File: src/rtl/outreg_bank_if.sv
// Signal bundle for the outreg_bank output register bank.
// Carries fabric data, bypass/tap control, the pad-side drive and hold status.
interface outreg_bank_if #(
    parameter int WIDTH = 8,
    parameter int DEPTH = 4
);
    localparam int TAPW = $clog2(DEPTH + 1);

    logic             CE;
    logic [WIDTH-1:0] OSEL;
    logic [WIDTH-1:0] OQI;
    logic [TAPW-1:0]  TAP;
    logic [WIDTH-1:0] F2A;
    logic             BUSY;

    modport master (output CE, OSEL, OQI, TAP, input F2A, BUSY);
    modport slave  (input CE, OSEL, OQI, TAP, output F2A, BUSY);
endinterface

File: src/rtl/outreg_bank.sv
// WIDTH-channel output register bank: per-channel bypass plus a shared 1..DEPTH tap delay line.
// Define OUTREG_BANK_HOLD_EN to enable the glitch-free retap-hold FSM (BUSY tied low otherwise).
module outreg_bank #(
    parameter int WIDTH = 8,
    parameter int DEPTH = 4
) (
    input logic          IQC,
    input logic          QRT,
    outreg_bank_if.slave bus
);
    localparam int TAPW = $clog2(DEPTH + 1);

    logic [TAPW-1:0]  tap_eff;
    logic [TAPW-1:0]  tap_q;
    logic [WIDTH-1:0] s [DEPTH];
    logic [WIDTH-1:0] rq;
    logic [WIDTH-1:0] reg_out;

    // Requested tap of 0 behaves as 1; anything past the line length uses the last stage.
    always_comb begin
        tap_eff = bus.TAP;
        if (bus.TAP == '0) begin
            tap_eff = TAPW'(1);
        end else if (bus.TAP > TAPW'(DEPTH)) begin
            tap_eff = TAPW'(DEPTH);
        end
    end

    always_ff @(posedge IQC or posedge QRT) begin
        if (QRT) begin
            for (int k = 0; k < DEPTH; k++) begin
                s[k] <= '0;
            end
        end else if (bus.CE) begin
            s[0] <= bus.OQI;
            for (int k = 1; k < DEPTH; k++) begin
                s[k] <= s[k-1];
            end
        end
    end

    always_comb begin
        rq = '0;
        for (int k = 0; k < DEPTH; k++) begin
            if (tap_q == TAPW'(k + 1)) begin
                rq = s[k];
            end
        end
    end

`ifdef OUTREG_BANK_HOLD_EN
    typedef enum logic {
        RUN  = 1'b0,
        HOLD = 1'b1
    } state_t;

    state_t           state;
    logic [TAPW-1:0]  cnt;
    logic [WIDTH-1:0] hold_q;
    logic             busy_q;

    // A tap change freezes the pad value until the line has refilled with post-retap data;
    // a further change mid-hold restarts the count but keeps the originally frozen value.
    always_ff @(posedge IQC or posedge QRT) begin
        if (QRT) begin
            state  <= RUN;
            tap_q  <= TAPW'(1);
            cnt    <= '0;
            hold_q <= '0;
            busy_q <= 1'b0;
        end else if (tap_eff != tap_q) begin
            if (state == RUN) begin
                hold_q <= rq;
            end
            tap_q  <= tap_eff;
            cnt    <= tap_eff;
            state  <= HOLD;
            busy_q <= 1'b1;
        end else if (state == HOLD && bus.CE && cnt != '0) begin
            cnt <= cnt - TAPW'(1);
            if (cnt == TAPW'(1)) begin
                state  <= RUN;
                busy_q <= 1'b0;
            end
        end
    end

    assign reg_out  = (state == HOLD) ? hold_q : rq;
    assign bus.BUSY = busy_q;
`else
    always_ff @(posedge IQC or posedge QRT) begin
        if (QRT) begin
            tap_q <= TAPW'(1);
        end else begin
            tap_q <= tap_eff;
        end
    end

    assign reg_out  = rq;
    assign bus.BUSY = 1'b0;
`endif

    assign bus.F2A = (bus.OSEL & bus.OQI) | (~bus.OSEL & reg_out);

endmodule
File: src/flat_wrapper.sv
// flat-port wrapper written by rule: the top's interface ports become plain ports
module outreg_bank_flat 
#(
    parameter int WIDTH = 8,
    parameter int DEPTH = 4
)
  (IQC, QRT, bus_CE, bus_OSEL, bus_OQI, bus_TAP, bus_F2A, bus_BUSY);
  outreg_bank_if #(.WIDTH(WIDTH), .DEPTH(DEPTH)) bus_i ();
  input logic IQC;
  input logic QRT;
  input wire logic [$bits(bus_i.CE)-1:0] bus_CE;
  input wire logic [$bits(bus_i.OSEL)-1:0] bus_OSEL;
  input wire logic [$bits(bus_i.OQI)-1:0] bus_OQI;
  input wire logic [$bits(bus_i.TAP)-1:0] bus_TAP;
  output wire logic [$bits(bus_i.F2A)-1:0] bus_F2A;
  output wire logic [$bits(bus_i.BUSY)-1:0] bus_BUSY;
  assign bus_i.CE = bus_CE;
  assign bus_i.OSEL = bus_OSEL;
  assign bus_i.OQI = bus_OQI;
  assign bus_i.TAP = bus_TAP;
  assign bus_F2A = bus_i.F2A;
  assign bus_BUSY = bus_i.BUSY;
  outreg_bank #(.WIDTH(WIDTH), .DEPTH(DEPTH)) u_core (.IQC(IQC), .QRT(QRT), .bus(bus_i));
endmodule
File: config.mk
export PLATFORM = sky130hd
export DESIGN_NAME = outreg_bank_flat
export DESIGN_NICKNAME = d
export VERILOG_FILES = /design/src/rtl/outreg_bank_if.sv /design/src/rtl/outreg_bank.sv /design/src/flat_wrapper.sv
export SDC_FILE = /design/constraint.sdc
export NUM_CORES = 1
export LEC_CHECK = 0
export CAP_MARGIN = 20
export CORE_MARGIN = 3
export CORE_UTILIZATION = 55
export CTS_CLUSTER_DIAMETER = 40
export CTS_CLUSTER_SIZE = 20
export DETAILED_ROUTE_END_ITERATION = 6
export GPL_TIMING_DRIVEN = 0
export PLACE_DENSITY = 0.87
export SYNTH_ARGS = -nofsm -noshare
export SYNTH_HDL_FRONTEND = slang
export SYNTH_SLANG_ARGS = --single-unit
File: constraint.sdc
create_clock -name IQC -period 4.4 [get_ports IQC]
set_input_delay 0.88 -clock IQC [delete_from_list [all_inputs] [get_ports IQC]]
set_output_delay 0.88 -clock IQC [all_outputs]
set_load 0.05 [all_outputs]
# == Word level (Yosys, flattened, before mapping) ==
# Cells that the tools add are included.
# totals
register_bits,35
in_bits,22
output_inout_bits,9
elab_cells,21
# op_classes
order_cmp,1
eq_ne,4
muxes,6
bitwise_logic,4
n_reduce_logical,1
# op_table
cell,n
8-bit two-way mux,4
8-bit AND,2
8-bit inverter,1
8-bit bitwise OR,1
3-bit by 2-bit equality test with 1-bit output (second input constant),2
3-bit two-way mux,2
3-bit by 1-bit equality test with 1-bit output (second input constant),1
3-bit equality test (second input constant),1
3-bit greater-than comparator (second input constant),1
3-bit zero test,1

# == Depth between registers and ports, before layout ==
# Gate-level depths: netlist of the first run.
# logic_depth
depth_word,7
ltp_mapped,5
depth_no_buf,3

# == Least setup slack after synthesis of the first run ==
# OpenSTA, ideal clock, no wires.
# synth_path
path_kind,reg2out
from,reg u_core.tap_q[0]
to,out bus_F2A[0]
arrival_ns,1.501
t_required_ns,3.520
setup_slack_ns,2.019
path_stages_with_launch,6
n_path_buf,2
cell_sequence,dfstp_2 buf_6 nor2b_1 clkbuf_2 a22o_1 a221o_1
# synth_between
elab_chain_len,7
word_cells_on_any_way,10
classes_between,eq/ne (4); mux (4); bitwise (2)
# synth_lines
item,line,text
start: declaration,outreg_bank.sv:14,logic [TAPW-1:0] tap_q;
start signal: assignment,outreg_bank.sv:95,tap_q <= tap_eff;
3-bit by 1-bit equality test with 1-bit output,outreg_bank.sv:45,if (tap_q == TAPW'(k + 1)) begin
8-bit two-way mux (3 in a row),outreg_bank.sv:45,
8-bit two-way mux *,outreg_bank.sv:45,
8-bit AND *,outreg_bank.sv:103,assign bus.F2A = (bus.OSEL & bus.OQI) | (~bus.OSEL & reg_out);
8-bit bitwise OR *,outreg_bank.sv:103,
end: declaration,flat_wrapper.sv:15,output wire logic [$bits(bus_i.F2A)-1:0] bus_F2A;
# Mark *: on every way between the ends. The rest lies on a longest branch, timed or not.

# == Worst setup path in the final report of the first run ==
# layout_path
from,reg u_core.tap_q[0]
to,out bus_F2A[7]
# The elaborated chain is that of the path after synthesis.

==> metrics.md, run 1 <==
| Metric | Value |
|---|---|
| Status | complete, no violations |
| Total internal power | 0.568 mW |
| Largest cells by area after synthesis | dfrtp_1, mux2_2, a221o_1, mux2i_1, a22o_1 |
| Total gr overflow | 0 |
| Worst path cell trace | buf_6 -> nor2b_1 -> clkbuf_2 -> a22o_1 -> a221o_1 -> clkdlybuf4s50_1 |
| Clock sinks | 35 |
| Die width | 60.9 um |
| CP required | 3.52 ns |
| Vias | 1,135 |
| CTS tree | done |
| CTS clock-pin slew for the worst setup and hold paths | 0.10 ns |
| Drt total wl | 3460 um |
| Mean Syn Cell Area | 13.2 sq um |
| R2R Path Start | u_core.s[10] |
| Post-Place Cells | 186 |
| MaxCap Viol Count | 0 |
| Yosys top cell area share | 51.2% |
| Setup TNS | 0 ns |
| Number of global-route vias before repair | 1,185 |
| Initial DRC Count | 36 |
| Cts bufs inserted | 5 |
| Post-CTS Resized | 0 |
| Clock buffer depth | 2 |
| Cell taking the most area after synthesis | dfrtp_1 |
| Final setup viols | 0 |
| RePlAce Congestion | 0.734 |
| Remaining DRCs | 0 |
| Max frequency | roughly 290 MHz |
| Skew final | around 0.0036 ns |
| Comb power frac | about a quarter |
| Seq/Total Area, Yosys | 52.8% |
| VDD IR-drop max | 0.266 mV |
| Synth Cell Area | roughly 1700 sq um |
| Core ar. | ~2800 sq um |
| Drt first pass iters | 4 |
| Synth-to-layout area growth | 24.3% |
| Ys flop type | dfrtp_1 |
| Post-Syn Nets | 148 |
| Yosys warnings | 0 |
| Asr flop ratio synth | 100% |
| Mapped Cells | 126 |
| H-tree depth | 2 |
| Setup crit start | u_core.tap_q[0] |
| Routed Antenna Nets | 0 |
| Hold-fix buffers at CTS | 0 |
| Largest net degree at the start of global routing | 22 |
| Number of flops mapped to enable cells by yosys | 0 |
| Layout cells sized above 1 | 30.1% |
| CP max stage cell | clkdlybuf4s50_1 |
| Register bit count reported by yosys | 35 |
| Starting Density | between 50% and 60% |
| Switching power of the nets | 0.223 mW |
| Initial antenna violation count | 0 |
| Crit path time final | 3.41 ns |
| ANT cells | 0 |
| Clk pwr share | 24.8% |
| Clock root cell | clkbuf_4 |
| Full die area | 3710 sq um |
| Final Hold Vio Count | 0 |
| Cell Count, Final, Fillers Out | 194 |
| Crit-path max FO | 10 |
| Switching Fraction | around 28% |
| PwrDens | 383 nW/um^2 |
| Distinct cell type count after synthesis | 20 |
| Commonest cells in the netlist | dfrtp_1, mux2_2 |
| Wire per inst | 17.8 um |
| RSZ-0062 raised after global routing | no |
| Via density | 5.85 |
| Count leader, synth | dfrtp_1 |
| Site Rows | 19 |
| Hold_ws | 0.520 ns |
| First-pass GRT wire length | between 5000 and 6000 um |
| Worst hold-check path type | reg2reg |
| I/O Buffers | 28 |
| Later-pin clock latency in the skew report | 0.34 ns |
| Reg power frac | 51.8% |
| Final period util | 77.5% |
| CP endpoint kind | output pin |
| I/O pin count | 31 |
| Postcts setup bufs | 0 |
| Worst rel slew slack | approximately 46% |
| P_leak | 0.884 nW |
| CP arrival | between 2 and 3 ns |
| CP startpoint kind | register |
| Nets@finish | roughly 180 |
| Max-slew violation count | 0 |
| Worst slew pin tran | 0.810 ns |
| GR Util All Layers | between 20% and 30% |
| Hold Crit Start | u_core.s[1] |
| Die Y | roughly 61 um |
| WS Path Type | reg2out |
| Critical path's largest stage delay | around 0.7 ns |
| HPWL Detailed | 2460 um |
-- power groups by stage --
| stage | logic (mW) | registers [mW] | clock network [mW] |
|---|---|---|---|
| final | 0.185 | 0.410 | 0.196 |
| after CTS | 0.187 | 0.409 | 0.204 |
| after detailed placement | 0.186 | 0.416 | 0 |
| after floorplan | 0.132 | 0.404 | 0 |
| after global routing | 0.197 | 0.416 | 0.218 |
| after global placement | 0.178 | 0.409 | 0 |
-- worst paths after layout --
path                                end  slack (ns)  cells after the start
max in group asynchronous  u_core.s[28]        2.83                      3
setup / recovery             bus_F2A[7]        0.99                      6
min in group asynchronous  u_core.s[10]        0.99                      2
setup reg to reg            u_core.s[2]        3.59                      1
hold / removal              u_core.s[1]        0.52                      1
hold reg to reg             u_core.s[1]        0.52                      1
-- metal layers --
layer	up-vias	track usage, %	wire, um
li1	534	-	-
met1	572	23.4	1430
met2	25	35.4	1790
met3	4	8.72	183
met4	0	8.98	55
met5	-	0	0
-- cell type report --
class,count,area (sq um)
Sequential cell,35,877
Fill cell,201,742
Multi-Input combinational cell,78,702
Timing Repair Buffer,29,295
Buffer,11,73.8
Clock buffer,8,68.8
Tap cell,31,38.8
Inverter,2,7.51
-- layout by cell type, fill, tap and decap left out, drive strengths merged, types with 2 or more instances in the layout --
cell | Yosys | layout
nor2 | 8 | 8
nor2b | 3 | 3
inv | 2 | 2
nor3 | 8 | 8
a221o | 8 | 8
buf | 7 | 8
clkbuf | 4 | 12
a22o | 8 | 8
clkdlybuf4s50 | 0 | 28
mux2i | 8 | 8
mux2 | 32 | 32
dfrtp | 34 | 34
-- cells by family after synthesis --
logic type	share of synthesized area [%]
flip-flops	52.8
multiplexers	26.5
buffers and inverters	4.90
AO/OA/AOI/OAI	9.34
other	0.226
AND/OR/NAND/NOR	6.18
-- worst max-delay path: cells and delay by family, from the launching register on --
family	cells	cell delay (ns)
AOI/OAI and AO/OA	2	0.50
DFF	1	0.55
buffers and inverters	3	1.08
and+or+nand+nor	1	0.06
-- flip-flops by register name (all words and copies together), names as in the netlist --
signal        flops
u_core.s         32
u_core.tap_q      3
-- per-stage QoR --
| step | setup WS, ns | power [mW] | utilization, % | cell area (sq um) |
|---|---|---|---|---|
| 6_report | 0.989 | 0.791 | 73.6 | 2060 |
| 3_5_place_dp | 1.02 | 0.602 | 71.1 | 1990 |
| 5_1_grt | 0.903 | 0.831 | 73.6 | 2060 |
| 2_1_floorplan | 2.02 | 0.536 | - | 1660 |
| 4_1_cts | 0.971 | 0.799 | 73.6 | 2060 |
| 3_3_place_gp | 1.07 | 0.587 | 70.6 | 1980 |
Note: power is estimated with default switching activity, not from simulation.
==> run 2: changes to the inputs <==
Settings changed: CORE_UTILIZATION 55 to 46, PLACE_DENSITY 0.87 to 0.78.
Clock period 4.4 ns to 2.9 ns, I/O delays scaled along.
==> metrics.md, run 2 (synthesized netlist as in run 1, its figures left out) <==
| Metric | Value |
|---|---|
| Nets@finish | 184 (unchanged) |
| Most common cell after layout, fill and taps aside | dfrtp_1 |
| I/O Buffers | 28 (unchanged) |
| Fin util | 60.1% (-13 points) |
| ANT cells | 0 (unchanged) |
| Vias | 1,124 (-0.97%) |
| First-pass GRT wire length | 5690 um (+5.5%) |
| RSZ-0062 raised after global routing | no |
| Cts bufs inserted | 5 (unchanged) |
| Worst path cell trace | buf_6 -> nor2b_1 -> clkbuf_2 -> a22o_1 -> a221o_1 -> dlygate4sd2_1 |
| CP arrival | 2.21 ns (-0.32 ns) |
| Routed Antenna Nets | 0 (unchanged) |
| Final setup viols | 0 (unchanged) |
| CP endpoint kind | output pin |
| Full die area | 4370 sq um (+18%) |
| Skew final | 0.0117 ns (+0.00807 ns) |
| Clock root cell | clkbuf_4 |
| WS Path Type | reg2out |
| Max frequency | 359 MHz |
| GR Util All Layers | 17.6% (-3.4 points) |
| Post-Place Cells | 201 (+8.1%) |
| Biggest register | u_core.s |
| Final Hold Vio Count | 0 (unchanged) |
| Setup WS post-layout | 0.111 ns (-0.878 ns) |
| RePlAce Congestion | 0.751 (+2.3%) |
| Status | complete, no violations |
| Initial antenna violation count | 0 (unchanged) |
| Clock buffer depth | 2 (unchanged) |
| Initial DRC Count | 43 (+19%) |
| H-tree depth | 2 (unchanged) |
| HPWL Detailed | 2400 um (-2.7%) |
| Worst slew pin tran | 0.817 ns (+0.00716 ns) |
| P_leak | 0.892 nW (+0.93%) |
| I/O pin count | 31 (unchanged) |
| Wire per inst | 16.0 um (-9.9%) |
| CP startpoint kind | register |
| R2R Path Start | u_core.s[24] |
| Final period util | 96.2% |
| Hold_ws | 0.509 ns (-0.0105 ns) |
| Commonest non-fill, non-tap cells in the layout | dfrtp_1, mux2_2, clkdlybuf4s50_1 |
| Top Registers | u_core.s (32), u_core.tap_q (3) |
| Drt first pass iters | 4 (unchanged) |
| Max FFs per register | 32 (unchanged) |
| Hold Crit Start | u_core.s[2] |
| Crit path time final | 2.79 ns |
| Pre-CTS WS | 0.136 ns (-0.880 ns) |
| Worst rel slew slack | 45.5% (-0.48 points) |
| CTS tree | done |
| CTS clock-pin slew for the worst setup and hold paths | 0.09 ns (about the same) |
| PwrDens | 555 nW/um^2 (+45%) |
| MaxCap Viol Count | 0 (unchanged) |
| Setup crit start | u_core.tap_q[0] |
| Drt total wl | 3350 um (-3.0%) |
| CP max stage cell | dfstp_2 |
| Remaining DRCs | 0 (unchanged) |
| CP required | 2.32 ns (-1.20 ns) |
| Worst hold-check path type | reg2reg |
| Starting Density | 48.6% (-11 points) |
| Via density | 5.38 (-8.1%) |
| Setup TNS | 0 ns (unchanged) |
| Core ar. | 3420 sq um (+22%) |
| Die width | 66.1 um (+8.4%) |
| Die Y | 66.1 um (+8.4%) |
| Max-slew violation count | 0 (unchanged) |
| Crit-path max FO | 10 (unchanged) |
| Clock sinks | 35 (unchanged) |
| Critical path's largest stage delay | 0.54 ns (-0.18 ns) |
| VDD IR-drop max | 0.355 mV (+33%) |
| Synth-to-layout area growth | 23.6% |
| Later-pin clock latency in the skew report | 0.34 ns (about the same) |
| Cell Count, Final, Fillers Out | 209 (+7.7%) |
| Postcts setup bufs | 0 (unchanged) |
| Total gr overflow | 0 (unchanged) |
| Largest net degree at the start of global routing | 22 (unchanged) |
| Number of global-route vias before repair | 1,273 (+7.4%) |
| Site Rows | 21 (+2) |
| Layout cells sized above 1 | 28.8% (-1.2 points) |
==> run 2: cell count changes in the layout (fill, tap and decap cells not counted), sizes merged <==
cell and change:
clkdlybuf4s50 -8, dlygate4sd2 +8
==> run 2: through the flow <==
stage          power (mW)  instance area [sq um]
2_1_floorplan       0.813                   1660
3_3_place_gp        0.894                   2000
3_5_place_dp        0.915                   2010
4_1_cts              1.15                   2050
5_1_grt              1.20                   2050
6_report             1.14                   2050
==> run 2: power breakdown <==
group / total, mW / internal, mW / leakage, nW / switching (mW)
Combinational: 0.271 / 0.142 / 0.454 / 0.129
Sequential: 0.619 / 0.568 / 0.411 / 0.0513
Clock: 0.249 / 0.0966 / 0.0265 / 0.152
==> run 2: timing repair <==
item | 4_1_cts | 5_1_grt
gates resized for setup | 8 | 0
hold buffers | 0 | 0
endpoints found under the setup margin | 8 | 0
==> run 2: area by class of cell <==
cell class,count,area (sq um)
buffer,11,73.8
clock buffer,8,48.8
fill,298,1360
inverter,2,7.51
multi-input combinational,78,702
sequential,35,877
tap,46,57.6
timing repair buffer,29,285
==> run 2: worst paths after layout <==
check | to | slack [ns] | cells past startpoint
worst max-delay path | bus_F2A[6] | 0.11 | 6
worst min-delay path | u_core.s[2] | 0.51 | 1
worst max register to register | u_core.s[24] | 2.08 | 1
worst min register to register | u_core.s[2] | 0.51 | 1
max in group asynchronous | u_core.tap_q[2] | 1.61 | 3
min in group asynchronous | u_core.s[0] | 0.70 | 2
==> run 2: critical path, delay by kind of cell, from the launching register on <==
kind | cells | cell delay [ns]
compound gates | 2 | 0.51
buf+inv | 3 | 0.77
flops | 1 | 0.54
simple gates | 1 | 0.06
==> run 2: metal layers <==
metal  global-route usage (%)  vias up  part of all wire, %
met5                        0        -                    0
met4                     6.09        0                  1.4
met3                     4.59        4                  5.8
met2                     31.2       29                   50
met1                     20.4      558                   42
li1                         -      533                    -
==> run 3: changes to the inputs <==
Settings changed: CAP_MARGIN 20 to 5.
==> metrics.md, run 3 (synthesized netlist as in run 1, its figures left out) <==
| Metric | Value |
|---|---|
| CP arrival | 2.23 ns (+0.02 ns) |
| ANT cells | 0 (unchanged) |
| CTS clock-pin slew for the worst setup and hold paths | 0.10 ns (about the same) |
| Site Rows | 21 (unchanged) |
| Max frequency | 356 MHz (-0.77%) |
| GR Util All Layers | 17.8% (+0.16 points) |
| Post-Place Cells | 200 (-0.50%) |
| Clock sinks | 35 (unchanged) |
| Vias | 1,134 (+0.89%) |
| Layout cells sized above 1 | 29.6% (+0.80 points) |
| Multi-input gate area | 702 sq um (unchanged) |
| Crit path time final | 2.81 ns (+0.0217 ns) |
| Biggest register | u_core.s |
| Die width | 66.1 um (unchanged) |
| Worst rel slew slack | 53.0% (+7.5 points) |
| Die Y | 66.1 um (unchanged) |
| Drt total wl | 3320 um (-1.0%) |
| Register area | 877 sq um (unchanged) |
| Cts bufs inserted | 5 (unchanged) |
| Drt first pass iters | 4 (unchanged) |
| I/O Buffers | 28 (unchanged) |
| Crit-path max FO | 10 (unchanged) |
| Final Cell Area | 2040 sq um (-0.67%) |
| Cell Count, Final, Fillers Out | 208 (-0.48%) |
| Nets@finish | 183 (-0.54%) |
| MaxCap Viol Count | 0 (unchanged) |
| Full die area | 4370 sq um (unchanged) |
| Clock buffer depth | 2 (unchanged) |
| RePlAce Congestion | 0.751 (unchanged) |
| Most common cell after layout, fill and taps aside | dfrtp_1 |
| CP endpoint kind | output pin |
| Synth-to-layout area growth | 22.8% |
| Worst slew pin tran | 0.704 ns (-0.113 ns) |
| Placed cell areas | 2000 sq um (-0.75%) |
| Via density | 5.45 (+1.4%) |
| Top Registers | u_core.s (32), u_core.tap_q (3) |
| Commonest non-fill, non-tap cells in the layout | dfrtp_1, mux2_2, clkdlybuf4s50_1 |
| P_leak | 0.886 nW (-0.65%) |
| WS Path Type | reg2out |
| First-pass GRT wire length | 5730 um (+0.84%) |
| CP startpoint kind | register |
| Skew final | 0.00217 ns (-0.00949 ns) |
| VDD IR-drop max | 0.291 mV (-18%) |
| CTS tree | done |
| CP required | 2.32 ns (about the same) |
| Total gr overflow | 0 (unchanged) |
| PwrDens | 560 nW/um^2 (+0.81%) |
| Later-pin clock latency in the skew report | 0.34 ns (about the same) |
| Setup WS post-layout | 0.0894 ns (-0.0217 ns) |
| Worst hold-check path type | reg2reg |
| Initial antenna violation count | 0 (unchanged) |
| Clock root cell | clkbuf_4 |
| Pre-CTS WS | 0.129 ns (-0.00719 ns) |
| Max FFs per register | 32 (unchanged) |
| Number of global-route vias before repair | 1,217 (-4.4%) |
| Routed Antenna Nets | 0 (unchanged) |
| Max-slew violation count | 0 (unchanged) |
| Final period util | 96.9% (+0.75 points) |
| R2R cell count | 1 (unchanged) |
| Setup TNS | 0 ns (unchanged) |
| Wire per inst | 16.0 um (-0.54%) |
| Final Hold Vio Count | 0 (unchanged) |
| Starting Density | 48.6% (unchanged) |
| I/O pin count | 31 (unchanged) |
| Status | complete, no violations |
| Largest net degree at the start of global routing | 36 (+64%) |
| Hold Path Stages | 1 (unchanged) |
| RSZ-0062 raised after global routing | no |
| Fill cells | 285 (-4.4%) |
| HPWL Detailed | 2310 um (-3.6%) |
| Core ar. | 3420 sq um (unchanged) |
| Design Power | 1.14 mW (+0.13%) |
| Final setup viols | 0 (unchanged) |
| Initial DRC Count | 47 (+9.3%) |
| Remaining DRCs | 0 (unchanged) |
| H-tree depth | 2 (unchanged) |
==> run 3: cell count changes in the layout (fill, tap and decap cells not counted) <==
cell,delta
clkbuf_1,-1
inv_2,+1
clkinv_2,+1
buf_8,-1
inv_1,-1
==> run 3: worst max-delay path, cell delays in order (launching register included) <==
cell and delay (ns):
dfstp_2 0.54, buf_6 0.16, nor2b_1 0.06, clkbuf_2 0.20, a22o_1 0.22, a221o_1 0.29
dlygate4sd2_1 0.42
==> run 3: path summary, 6_finish.rpt <==
path	startpoint	to	slack (ns)
worst max-delay path	u_core.tap_q[0]	bus_F2A[6]	0.09
max in group asynchronous	QRT	u_core.s[1]	1.78
worst min-delay path	u_core.s[3]	u_core.s[3]	0.52
worst max register to register	u_core.s[10]	u_core.s[2]	2.09
min in group asynchronous	QRT	u_core.s[31]	0.66
worst min register to register	u_core.s[3]	u_core.s[3]	0.52
==> run 3: power by group <==
part | internal (mW) | leakage (nW) | switching [mW] | total (mW)
registers | 0.568 | 0.411 | 0.0532 | 0.621
logic | 0.140 | 0.446 | 0.128 | 0.269
clock network | 0.0944 | 0.0293 | 0.157 | 0.251
total | 0.803 | 0.886 | 0.338 | 1.14
==> run 3: repair_timing <==
action	in CTS	in global routing
endpoints found under the setup margin	8	0
setup buffers	0	0
gates resized for setup	8	0
hold buffers	0	0
==> run 3: cell type report <==
type / count / area share, %
Sequential cell: 35 / 43.0
Multi-Input combinational cell: 78 / 34.4
Timing Repair Buffer: 28 / 13.3
Buffer: 11 / 3.62
Tap cell: 46 / 2.82
Clock buffer: 7 / 2.21
Inverter: 2 / 0.368
Clock inverter: 1 / 0.246
==> run 3: per-stage QoR <==
stage / util [%] / hold WS, ns
finish: 59.7 / 0.520
global route: 59.7 / 0.545
CTS: 59.7 / 0.522
detailed placement: 58.5 / 0.496
global placement: 58.5 / 0.471
floorplan: - / 0.459
==> run 3: routing by layer <==
| metal | track usage [%] | vias up | wire [um] |
|---|---|---|---|
| met5 | 0 | - | 0 |
| met4 | 8.38 | 0 | 51 |
| met3 | 3.74 | 6 | 146 |
| met2 | 29.9 | 26 | 1670 |
| met1 | 21.6 | 569 | 1450 |
| li1 | - | 533 | - |
